File: src/rtl/muldiv_pkg.sv
// ============================================================================
// Module : muldiv_pkg
// Brief  : Shared constants for the RV32M multiply/divide unit.
// Rev    : 1.0
// ============================================================================
`default_nettype none

package muldiv_pkg;

  localparam int DEF_XLEN = 32;

  localparam logic [2:0] F3_MUL    = 3'b000;
  localparam logic [2:0] F3_MULH   = 3'b001;
  localparam logic [2:0] F3_MULHSU = 3'b010;
  localparam logic [2:0] F3_MULHU  = 3'b011;
  localparam logic [2:0] F3_DIV    = 3'b100;
  localparam logic [2:0] F3_DIVU   = 3'b101;
  localparam logic [2:0] F3_REM    = 3'b110;
  localparam logic [2:0] F3_REMU   = 3'b111;

  localparam logic [1:0] ST_IDLE = 2'd0;
  localparam logic [1:0] ST_CALC = 2'd1;
  localparam logic [1:0] ST_DONE = 2'd2;

endpackage

`default_nettype wire

File: src/rtl/muldiv_datapath.sv
// ============================================================================
// Module : muldiv_datapath
// Brief  : Shift-add multiply / restoring divide iteration engine.
// Rev    : 1.0
// ============================================================================
`default_nettype none

module muldiv_datapath
  import muldiv_pkg::*;
#(
  parameter int XLEN = DEF_XLEN
) (
  input  logic              clk,
  input  logic              reset,
  input  logic              load_i,
  input  logic              step_i,
  input  logic              is_div_i,
  input  logic [XLEN-1:0]   op_a_i,
  input  logic [XLEN-1:0]   op_b_i,
  output logic [2*XLEN-1:0] acc_next_o,
  output logic              last_o
);

  localparam int CW = $clog2(XLEN);

  logic [2*XLEN-1:0] acc_q, acc_d;
  logic [XLEN-1:0]   opnd_q;
  logic [CW-1:0]     cnt_q;
  logic [XLEN:0]     mul_sum;
  logic [XLEN+1:0]   trial;
  logic              trial_unused_bit;

  // Divide: acc = {remainder, dividend/quotient}; top 33 bits are the shifted remainder.
  always_comb begin
    mul_sum = {1'b0, acc_q[2*XLEN-1:XLEN]} + (acc_q[0] ? {1'b0, opnd_q} : '0);
    trial   = {1'b0, acc_q[2*XLEN-1:XLEN-1]} - {2'b00, opnd_q};
    if (is_div_i) begin
      if (!trial[XLEN+1]) acc_d = {trial[XLEN-1:0], acc_q[XLEN-2:0], 1'b1};
      else                acc_d = {acc_q[2*XLEN-2:0], 1'b0};
    end else begin
      acc_d = {mul_sum, acc_q[XLEN-1:1]};
    end
  end

  assign trial_unused_bit = trial[XLEN];
  assign acc_next_o       = acc_d;
  assign last_o           = (cnt_q == CW'(XLEN-1));

  always_ff @(posedge clk or posedge reset) begin
    if (reset) begin
      acc_q  <= '0;
      opnd_q <= '0;
      cnt_q  <= '0;
    end else if (load_i) begin
      acc_q  <= {{XLEN{1'b0}}, op_a_i};
      opnd_q <= op_b_i;
      cnt_q  <= '0;
    end else if (step_i) begin
      acc_q  <= acc_d;
      cnt_q  <= cnt_q + 1'b1;
    end
  end

endmodule

`default_nettype wire

File: src/rtl/muldiv_unit.sv
// ============================================================================
// Module : muldiv_unit
// Brief  : Iterative RV32M multiply/divide unit with FSM, special cases, sign fix.
// Rev    : 1.0
// ============================================================================
`default_nettype none

module muldiv_unit
  import muldiv_pkg::*;
#(
  parameter int XLEN = DEF_XLEN
) (
  input  logic            clk,
  input  logic            reset,
  input  logic            start,
  input  logic            flush,
  input  logic [2:0]      funct3,
  input  logic [XLEN-1:0] rs1_data,
  input  logic [XLEN-1:0] rs2_data,
  input  logic [4:0]      rd_in,
  output logic            busy,
  output logic            done,
  output logic [XLEN-1:0] result,
  output logic [4:0]      rd_out,
  output logic            rd_write
);

  logic [1:0]        state_q, state_d;
  logic [2:0]        f3_q, f3_d;
  logic              neg_q, neg_d;
  logic              spec_q, spec_d;
  logic [XLEN-1:0]   spec_val_q, spec_val_d;
  logic [4:0]        rd_pend_q, rd_pend_d;
  logic [4:0]        rd_out_q, rd_out_d;
  logic [XLEN-1:0]   result_q, result_d;

  logic              load, step, last;
  logic [2*XLEN-1:0] acc_next, prod;
  logic [XLEN-1:0]   abs_a, abs_b, fixed, special_val;
  logic              sign_a, sign_b, sgn_a_op, sgn_b_op, neg_in, special;
  logic              div_zero, div_ovf;

  muldiv_datapath #(.XLEN(XLEN)) u_dp (
    .clk        (clk),
    .reset      (reset),
    .load_i     (load),
    .step_i     (step),
    .is_div_i   (f3_q[2]),
    .op_a_i     (abs_a),
    .op_b_i     (abs_b),
    .acc_next_o (acc_next),
    .last_o     (last)
  );

  always_comb begin
    sign_a   = rs1_data[XLEN-1];
    sign_b   = rs2_data[XLEN-1];
    sgn_a_op = funct3 inside {F3_MULH, F3_MULHSU, F3_DIV, F3_REM};
    sgn_b_op = funct3 inside {F3_MULH, F3_DIV, F3_REM};
    abs_a    = (sgn_a_op && sign_a) ? -rs1_data : rs1_data;
    abs_b    = (sgn_b_op && sign_b) ? -rs2_data : rs2_data;
    case (funct3)
      F3_MULH, F3_DIV: neg_in = sign_a ^ sign_b;
      F3_MULHSU, F3_REM: neg_in = sign_a;
      default:         neg_in = 1'b0;
    endcase
    div_zero = (rs2_data == '0);
    div_ovf  = (funct3 inside {F3_DIV, F3_REM}) &&
               (rs1_data == {1'b1, {(XLEN-1){1'b0}}}) && (rs2_data == '1);
    special  = funct3[2] && (div_zero || div_ovf);
    // Bit 1 of funct3 separates REM/REMU from DIV/DIVU.
    if (div_zero) special_val = funct3[1] ? rs1_data : '1;
    else          special_val = funct3[1] ? '0 : {1'b1, {(XLEN-1){1'b0}}};
  end

  always_comb begin
    prod = neg_q ? -acc_next : acc_next;
    case (f3_q)
      F3_MUL:                      fixed = prod[XLEN-1:0];
      F3_MULH, F3_MULHSU, F3_MULHU: fixed = prod[2*XLEN-1:XLEN];
      F3_DIV, F3_DIVU:             fixed = neg_q ? -acc_next[XLEN-1:0] : acc_next[XLEN-1:0];
      default:                     fixed = neg_q ? -acc_next[2*XLEN-1:XLEN] : acc_next[2*XLEN-1:XLEN];
    endcase
  end

  // Special cases spend one CALC cycle so done lands one edge after the start edge.
  always_comb begin
    state_d    = state_q;
    f3_d       = f3_q;
    neg_d      = neg_q;
    spec_d     = spec_q;
    spec_val_d = spec_val_q;
    rd_pend_d  = rd_pend_q;
    rd_out_d   = rd_out_q;
    result_d   = result_q;
    load       = 1'b0;
    step       = 1'b0;
    case (state_q)
      ST_IDLE: begin
        if (start && !flush) begin
          f3_d       = funct3;
          neg_d      = neg_in;
          rd_pend_d  = rd_in;
          spec_d     = special;
          spec_val_d = special_val;
          load       = !special;
          state_d    = ST_CALC;
        end
      end
      ST_CALC: begin
        if (flush) begin
          state_d = ST_IDLE;
        end else if (spec_q) begin
          result_d = spec_val_q;
          rd_out_d = rd_pend_q;
          state_d  = ST_DONE;
        end else begin
          step = 1'b1;
          if (last) begin
            result_d = fixed;
            rd_out_d = rd_pend_q;
            state_d  = ST_DONE;
          end
        end
      end
      default: state_d = ST_IDLE;
    endcase
  end

  always_ff @(posedge clk or posedge reset) begin
    if (reset) begin
      state_q    <= ST_IDLE;
      f3_q       <= '0;
      neg_q      <= 1'b0;
      spec_q     <= 1'b0;
      spec_val_q <= '0;
      rd_pend_q  <= '0;
      rd_out_q   <= '0;
      result_q   <= '0;
    end else begin
      state_q    <= state_d;
      f3_q       <= f3_d;
      neg_q      <= neg_d;
      spec_q     <= spec_d;
      spec_val_q <= spec_val_d;
      rd_pend_q  <= rd_pend_d;
      rd_out_q   <= rd_out_d;
      result_q   <= result_d;
    end
  end

  assign busy     = (state_q != ST_IDLE);
  assign done     = (state_q == ST_DONE);
  assign result   = result_q;
  assign rd_out   = rd_out_q;
  assign rd_write = done && (rd_out_q != '0);

endmodule

`default_nettype wire
File: config.mk
export PLATFORM = sky130hd
export DESIGN_NAME = muldiv_unit
export DESIGN_NICKNAME = d
export VERILOG_FILES = /design/src/rtl/muldiv_pkg.sv /design/src/rtl/muldiv_datapath.sv /design/src/rtl/muldiv_unit.sv
export SDC_FILE = /design/constraint.sdc
export NUM_CORES = 1
export LEC_CHECK = 0
export ABC_AREA = 1
export CORE_MARGIN = 5
export CORE_UTILIZATION = 40
export DETAILED_ROUTE_END_ITERATION = 7
export GPL_TIMING_DRIVEN = 0
export PLACE_DENSITY = 0.63
export RECOVER_POWER = 50
export SETUP_SLACK_MARGIN = 0.4
export SLEW_MARGIN = 30
export SYNTH_ARGS = -nofsm -noshare
export SYNTH_HDL_FRONTEND = slang
export SYNTH_HIERARCHICAL = 1
export SYNTH_SLANG_ARGS = --single-unit
File: constraint.sdc
create_clock -name clk -period 4.8 [get_ports clk]
set_input_delay 0.96 -clock clk [delete_from_list [all_inputs] [get_ports clk]]
set_output_delay 0.96 -clock clk [all_outputs]
set_load 0.03 [all_outputs]
Word level (Yosys, flattened, before mapping)
Index checks and enable logic that the tools add are counted.

$add $sub $neg: 8. Equal/unequal tests: 16. Mux-type cells: 31. Bitwise operators: 2. Reduce and logical (&&, ||, !) cells: 27.

Operators with widths (count): 32-bit two-way mux (10); 64-bit two-way mux (5); 32-bit negator (4); 32-bit one-hot mux with 3 select lines (1); 32-bit equality test (second input constant) (2); 64-bit negator (1); 33-bit by 32-bit subtractor with 34-bit output (1); 32-bit by 33-bit adder with 33-bit output (1); 32-bit logical NOT (1); 5-bit two-way mux (4); 3-bit equality test (second input constant) (4); 3-bit by 2-bit equality test with 1-bit output (second input constant) (3); 2-bit two-way mux (4); 2-bit nonzero test (4); 1-bit logical AND (7); 3-bit by 1-bit equality test with 1-bit output (second input constant) (2); 2-bit OR reduction (3); 5-bit by 1-bit adder with 5-bit output (second input constant) (1); 5-bit equality test (second input constant) (1); 1-bit two-way mux (5); 5-bit nonzero test (1); 4-bit inequality test (second input constant) (1); 2-bit one-hot mux with 2 select lines (1); 2-bit AND reduction (2); other kinds (14) (15).

Flip-flop bits (word level): 182. Input port bits: 76. Output and inout port bits: 40. Word-level logic and storage cells: 95.

Logic depth before layout (Yosys ltp)
Depth in word-level cells: 10. Mapped depth: 30. Depth with buffers taken out: 29.

Hierarchy
Netlist, hierarchy kept.

Modules (own cells, without submodules): muldiv_datapath (times used 1, cells an instance 1752, area an instance 10323.7 sq um, seq. area each 2527.4 sq um); muldiv_unit (times used 1, cells an instance 1556, area an instance 8957.3 sq um, seq. area each 2026.9 sq um).

Least setup slack after synthesis
OpenSTA, ideal clock, no wires.

Kind: register to register. Start point: register u_dp.acc_q[0]. End point: register result_q[20], in the netlist result[20]. Library setup time: 0.117 ns. Arrival time: 3.292 ns. Data required time: 4.683 ns. Path slack: 1.391 ns. Stages on the path, launching flop included: 27. Path buffers: 2. Clock period less this slack: 3.409 ns. Cell sequence: dfrtp_1 clkbuf_1 clkbuf_1 nand2_1 inv_1 ha_1 fa_1 nand3_1 nand2_1 nand2_1 nand2_1 nand2_1 nand2_1 xnor2_1 nand2_1 and3_1 nor2_1 nand2_1 nor2_1 nand2_1 nand2_1 nand2_1 xor2_1 a21oi_1 nand3_1 nand2_1 nand2_1.

Cells in the longest elaborated chain, start to end: 8. Elaborated cells on any way between the ends: 13. Those cells by class: add/sub: 4; mux: 9.

RTL lines: start, declared (RTL line muldiv_datapath.sv:26) `logic [2*XLEN-1:0] acc_q, acc_d;`; start signal, assigned (RTL line muldiv_datapath.sv:55) `acc_q <= {{XLEN{1'b0}}, op_a_i};`; 32-bit two-way mux (*) (RTL line muldiv_datapath.sv:35) `mul_sum = {1'b0, acc_q[2*XLEN-1:XLEN]} + (acc_q[0] ? {1'b0, opnd_q} : '0);`; 32-bit by 33-bit adder with 33-bit output (*) (RTL line muldiv_datapath.sv:35); 64-bit two-way mux (*) (RTL line muldiv_datapath.sv:37) `if (is_div_i) begin`; net acc_next[41] (RTL line muldiv_unit.sv:38) `logic [2*XLEN-1:0] acc_next, prod;`; 64-bit negator / 32-bit negator (equally long branches) (RTL line muldiv_unit.sv:77, muldiv_unit.sv:82); 64-bit two-way mux / 32-bit two-way mux (equally long branches) (RTL line muldiv_unit.sv:77, muldiv_unit.sv:82); 32-bit one-hot mux with 3 select lines (*) (RTL line muldiv_unit.sv:78) `case (f3_q)`; 32-bit two-way mux (*) (RTL line muldiv_unit.sv:119) `if (last) begin`; 32-bit two-way mux (*) (RTL line muldiv_unit.sv:113) `end else if (spec_q) begin`; end signal, assigned (RTL line muldiv_unit.sv:148) `result_q <= result_d;`; end, declared (RTL line muldiv_unit.sv:35) `logic [XLEN-1:0] result_q, result_d;`.

The timed path passes the listed nets; every way through them passes the cells marked *. The select of a mux whose other input is x is not followed. A chain may end at the register's enable or synchronous reset.

Worst setup path after layout
Start point: register f3_q[2]. End point: register result_q[22], in the netlist result[22].

Cells in the longest elaborated chain, start to end: 6. Elaborated cells on any way between the ends: 18. Those cells by class: add/sub: 3; eq/ne: 5; mux: 7; reduce/logical: 3.

RTL lines: start, declared (RTL line muldiv_unit.sv:29) `logic [2:0] f3_q, f3_d;`; start signal, assigned (RTL line muldiv_unit.sv:133) `f3_q <= '0;`; start signal, assigned (RTL line muldiv_unit.sv:142) `f3_q <= f3_d;`; 64-bit two-way mux (*) (RTL line muldiv_datapath.sv:37); net acc_next[40] (RTL line muldiv_unit.sv:38); 64-bit negator / 32-bit negator (equally long branches) (RTL line muldiv_unit.sv:77, muldiv_unit.sv:82); 64-bit two-way mux / 32-bit two-way mux (equally long branches) (RTL line muldiv_unit.sv:77, muldiv_unit.sv:82); 32-bit one-hot mux with 3 select lines (*) (RTL line muldiv_unit.sv:78); 32-bit two-way mux (*) (RTL line muldiv_unit.sv:119); 32-bit two-way mux (*) (RTL line muldiv_unit.sv:113).

Marked as above.

==> flow_summary_export.csv <==
group,metric,value,unit
worst_setup_path,endpoint_kind,"flop",
cts,cts_num_sinks,182,
cts,clock_tree.buffer_depth,2,
logic_synthesis,synthDominantAreaCellType,"dfrtp_1",
final_layout,post-route-cell-area,22300,sq um
timing,max_slew_margin,-16.8,%
grt,antenna_found_initial,3,
worst_setup_path,setup.worst_path.class,"flop to flop",
grt,largest_net_degree_at_the_start_of_global_routing,67,
routing,drt-pass1-iter-count,6,
timing,fmax,229,MHz
routing,post_drt_wl_per_cell,19.5,microns
grt,grt_use_total,29.4,%
logic_synthesis,synth_area_per_cell,5.83,sq um
routing,postRouteWirelength,79700,microns
timing,part_of_the_cycle_the_worst_path_needs,90.9,%
final_layout,num-nets-final,3606,
logic_synthesis,ys.warnings.count,6,
floorplanning,ioPinCount,116,
placement,place.detailed.hpwl,66000,microns
logic_synthesis,portion_of_synthesized_cell_area_occupied_by_the_leading_cell_type,23.6,%
final_layout,area_grow_syn2layout,15.7,%
logic_synthesis,synth_seq_cells,182,
routing,final_antenna_net_count,0,
power,power.density,505,nW/um^2
worst_setup_path,cp-startpoint,"f3_q[2]",
timing,timing_hold_violations_final,0,
run_status,outcome,"finished, violations left",
logic_synthesis,mappedNetlistNets,3457,
worst_setup_path,worst_ep_required_time,5.16,ns
placement,dpl-instance-area,21300,sq um
cts,cts_made_buffers,17,
timing,report.final.slew_viol_count,171,
logic_synthesis,ys_dominant_reg_cell,"dfrtp_1",
cts,clkSlewWorstSetupHoldPaths,0.08,ns
grt,leftover_overflow_at_the_end_of_global_routing,0,
logic_synthesis,syn-instance-count,3308,
placement,portBuffers,115,
min_path,hold_start,"rd_pend_q[4]",
timing,worstMarginPinSlew,1.74,ns
cts,ctsRootBufferMaster,"clkbuf_16",
worst_setup_path,r2r-start,"f3_q[2]",
final_layout,layout-drive-gt1-share,7.67,%
logic_synthesis,async_reset_ff_share,100,%
timing,endpoints_failing_setup,0,
logic_synthesis,synth-edff-count,0,
floorplanning,start_util,40.4,%
floorplanning,chipWidth,230,microns
worst_setup_path,worstPathMaxFanout,10,
timing,clock-skew-final,0.0176,ns
power,ir_worst_vdd,0.338,mV
logic_synthesis,synth_sequential_area_ratio,23.6,%
timing,rsz0062_at_grt,"yes",
floorplanning,floorplan.core_area,47700,sq um
logic_synthesis,synth_cell_types,52,
timing,totalNegativeSetupSlack,0,ns
cts,htree_num_levels,4,
routing,num_vias,22300,
logic_synthesis,most_used_standard_cell_by_instance_count_after_synthesis,"nand2_1",
run,max_cap_violations,3,
logic_synthesis,synth.cell_area,19300,sq um
routing,drt-initial-drc-count,2459,
routing,drc_errors,0,
run_status,violations_in_the_final_reports,"capacitance limit, slew limit",
power,static-leakage-power,0.0113,uW
grt,grt_first_pass_wirelength,121000,microns
floorplanning,rows,80,
worst_setup_path,worst-r2r-setup-slack,0.44,ns
placement,gpl.final_weighted_congestion,1.01,
grt,number_of_global_route_vias_before_repair,20200,
floorplanning,die_height,230,microns
logic_synthesis,post_synth_most_frequent_cells,"1085 x nand2_1, 485 x inv_1, 306 x nor2_1",
routing,routed_via_density,5.47,
logic_synthesis,post_synth_main_area_contributors,"dfrtp_1 24%, nand2_1 21%, inv_1 9.4%, nand3_1 6.4%, nor2_1 6.0%",
min_path,hp-class,"flop to flop",
floorplanning,die_area,52700,sq um
cts,latest_clock_arrival_within_the_worst_skew_pair,0.47,ns
worst_setup_path,worst-endpoint-arrival,4.72,ns
cts,tritoncts,"built",
power,totalPowerFinal,11300,uW
worst_setup_path,cp-start-kind,"flop",
timing,post-route-min-period,4.36,ns
stage by stage:
stage,setup WS (ns),hold WS [ns],instances,utilization [%]
3_3_place_gp,-0.636,0.455,4038,44.4
5_1_grt,0.274,0.507,4085,46.7
3_5_place_dp,-0.390,0.458,4040,44.5
4_1_cts,0.335,0.477,4073,45.9
2_1_floorplan,1.19,0.442,3308,-
6_report,0.437,0.470,4086,46.7
layout by cell type, fill, tap and decap left out, drive strengths merged:
cell / n
o31ai: 5
o22ai: 1
fa: 2
o211ai: 42
inv: 499
o21bai: 8
dfrtp: 182
nand3: 253
o21a: 4
clkinvlp: 2
a21o: 4
nand3b: 13
a22o: 1
buf: 59
nor2: 341
or2: 9
nor3: 40
and2: 11
xnor2: 31
ha: 71
nor3b: 2
clkdlybuf4s50: 98
clkinv: 7
diode: 1
clkbuf: 79
nor4: 11
xor2: 51
dlygate4sd3: 17
bufinv: 1
nand2: 1102
o21ai: 216
a21oi: 181
a22oi: 1
a211oi: 1
and3: 21
a31oi: 6
nand4: 98
flip-flops by register name (all words and copies together), names as in the netlist:
name / count
rd_out: 5
u_dp/acc_q: 64
u_dp/opnd_q: 32
spec_val_q: 32
u_dp/cnt_q: 5
spec_q: 1
state_q: 2
rd_pend_q: 5
neg_q: 1
f3_q: 3
result: 32
path summary, 6_finish.rpt:
kind,endpoint,cells after the start
max in group asynchronous,u_dp/acc_q[50],3
worst max-delay path,result[22],13
worst min-delay path,rd_out[4],2
worst max register to register,result[22],13
worst min register to register,rd_out[4],2
min in group asynchronous,state_q[0],2
kinds of logic (layout without fill, tap and decap cells):
family,after synthesis,count (layout),synth area share (%)
fa+ha+maj,73,73,4.82
simple gates,1901,1901,42.3
compound gates,470,470,13.5
xor+xnor,82,82,3.72
buf+inv,600,762,12.0
flops,182,182,23.6
other cells,0,1,0
metal layers:
metal | vias up | track usage (%) | routed length [microns]
li1 | 10900 | - | -
met1 | 10200 | 43.3 | 35500
met2 | 1088 | 41.9 | 32600
met3 | 139 | 6.79 | 8900
met4 | 4 | 10.1 | 2710
met5 | - | 0 | 21
what timing repair did:
item | in CTS | in global routing
endpoints found under the hold margin | 0 | 0
hold buffers | 0 | 0
gates resized for setup | 18 | 116
setup buffers | 1 | 12
pin swaps | 2 | 13
endpoints found under the setup margin | 62 | 87
worst max-delay path: stages, from the launching register on:
cell and delay, ns:
dfrtp_1 0.53, inv_1 0.33, clkbuf_1 0.63, clkbuf_1 0.54
nand2_1 0.26, and3_1 0.36, nor2_4 0.14, nand4_1 0.20
o21ai_2 0.26, nand2_1 0.10, o21ai_1 0.16, nand4_1 0.44
nand2_1 0.21, nand2_1 0.07
where the power goes:
| part | internal (uW) | leakage [uW] | switching, uW | total, uW |
|---|---|---|---|---|
| logic | 2310 | 0.00861 | 5350 | 7660 |
| registers | 1780 | 0.00239 | 337 | 2120 |
| clock network | 751 | 0.000298 | 727 | 1480 |
final cells by class:
class	count	area (sq um)
antenna	1	2.50
buffer	105	487
clock buffer	18	429
clock inverter	14	180
fill	5198	25400
inverter	495	1860
multi-input combinational	2526	12800
sequential	182	4560
tap	615	769
timing repair buffer	130	1260
Power figures use the tool's default switching activity.
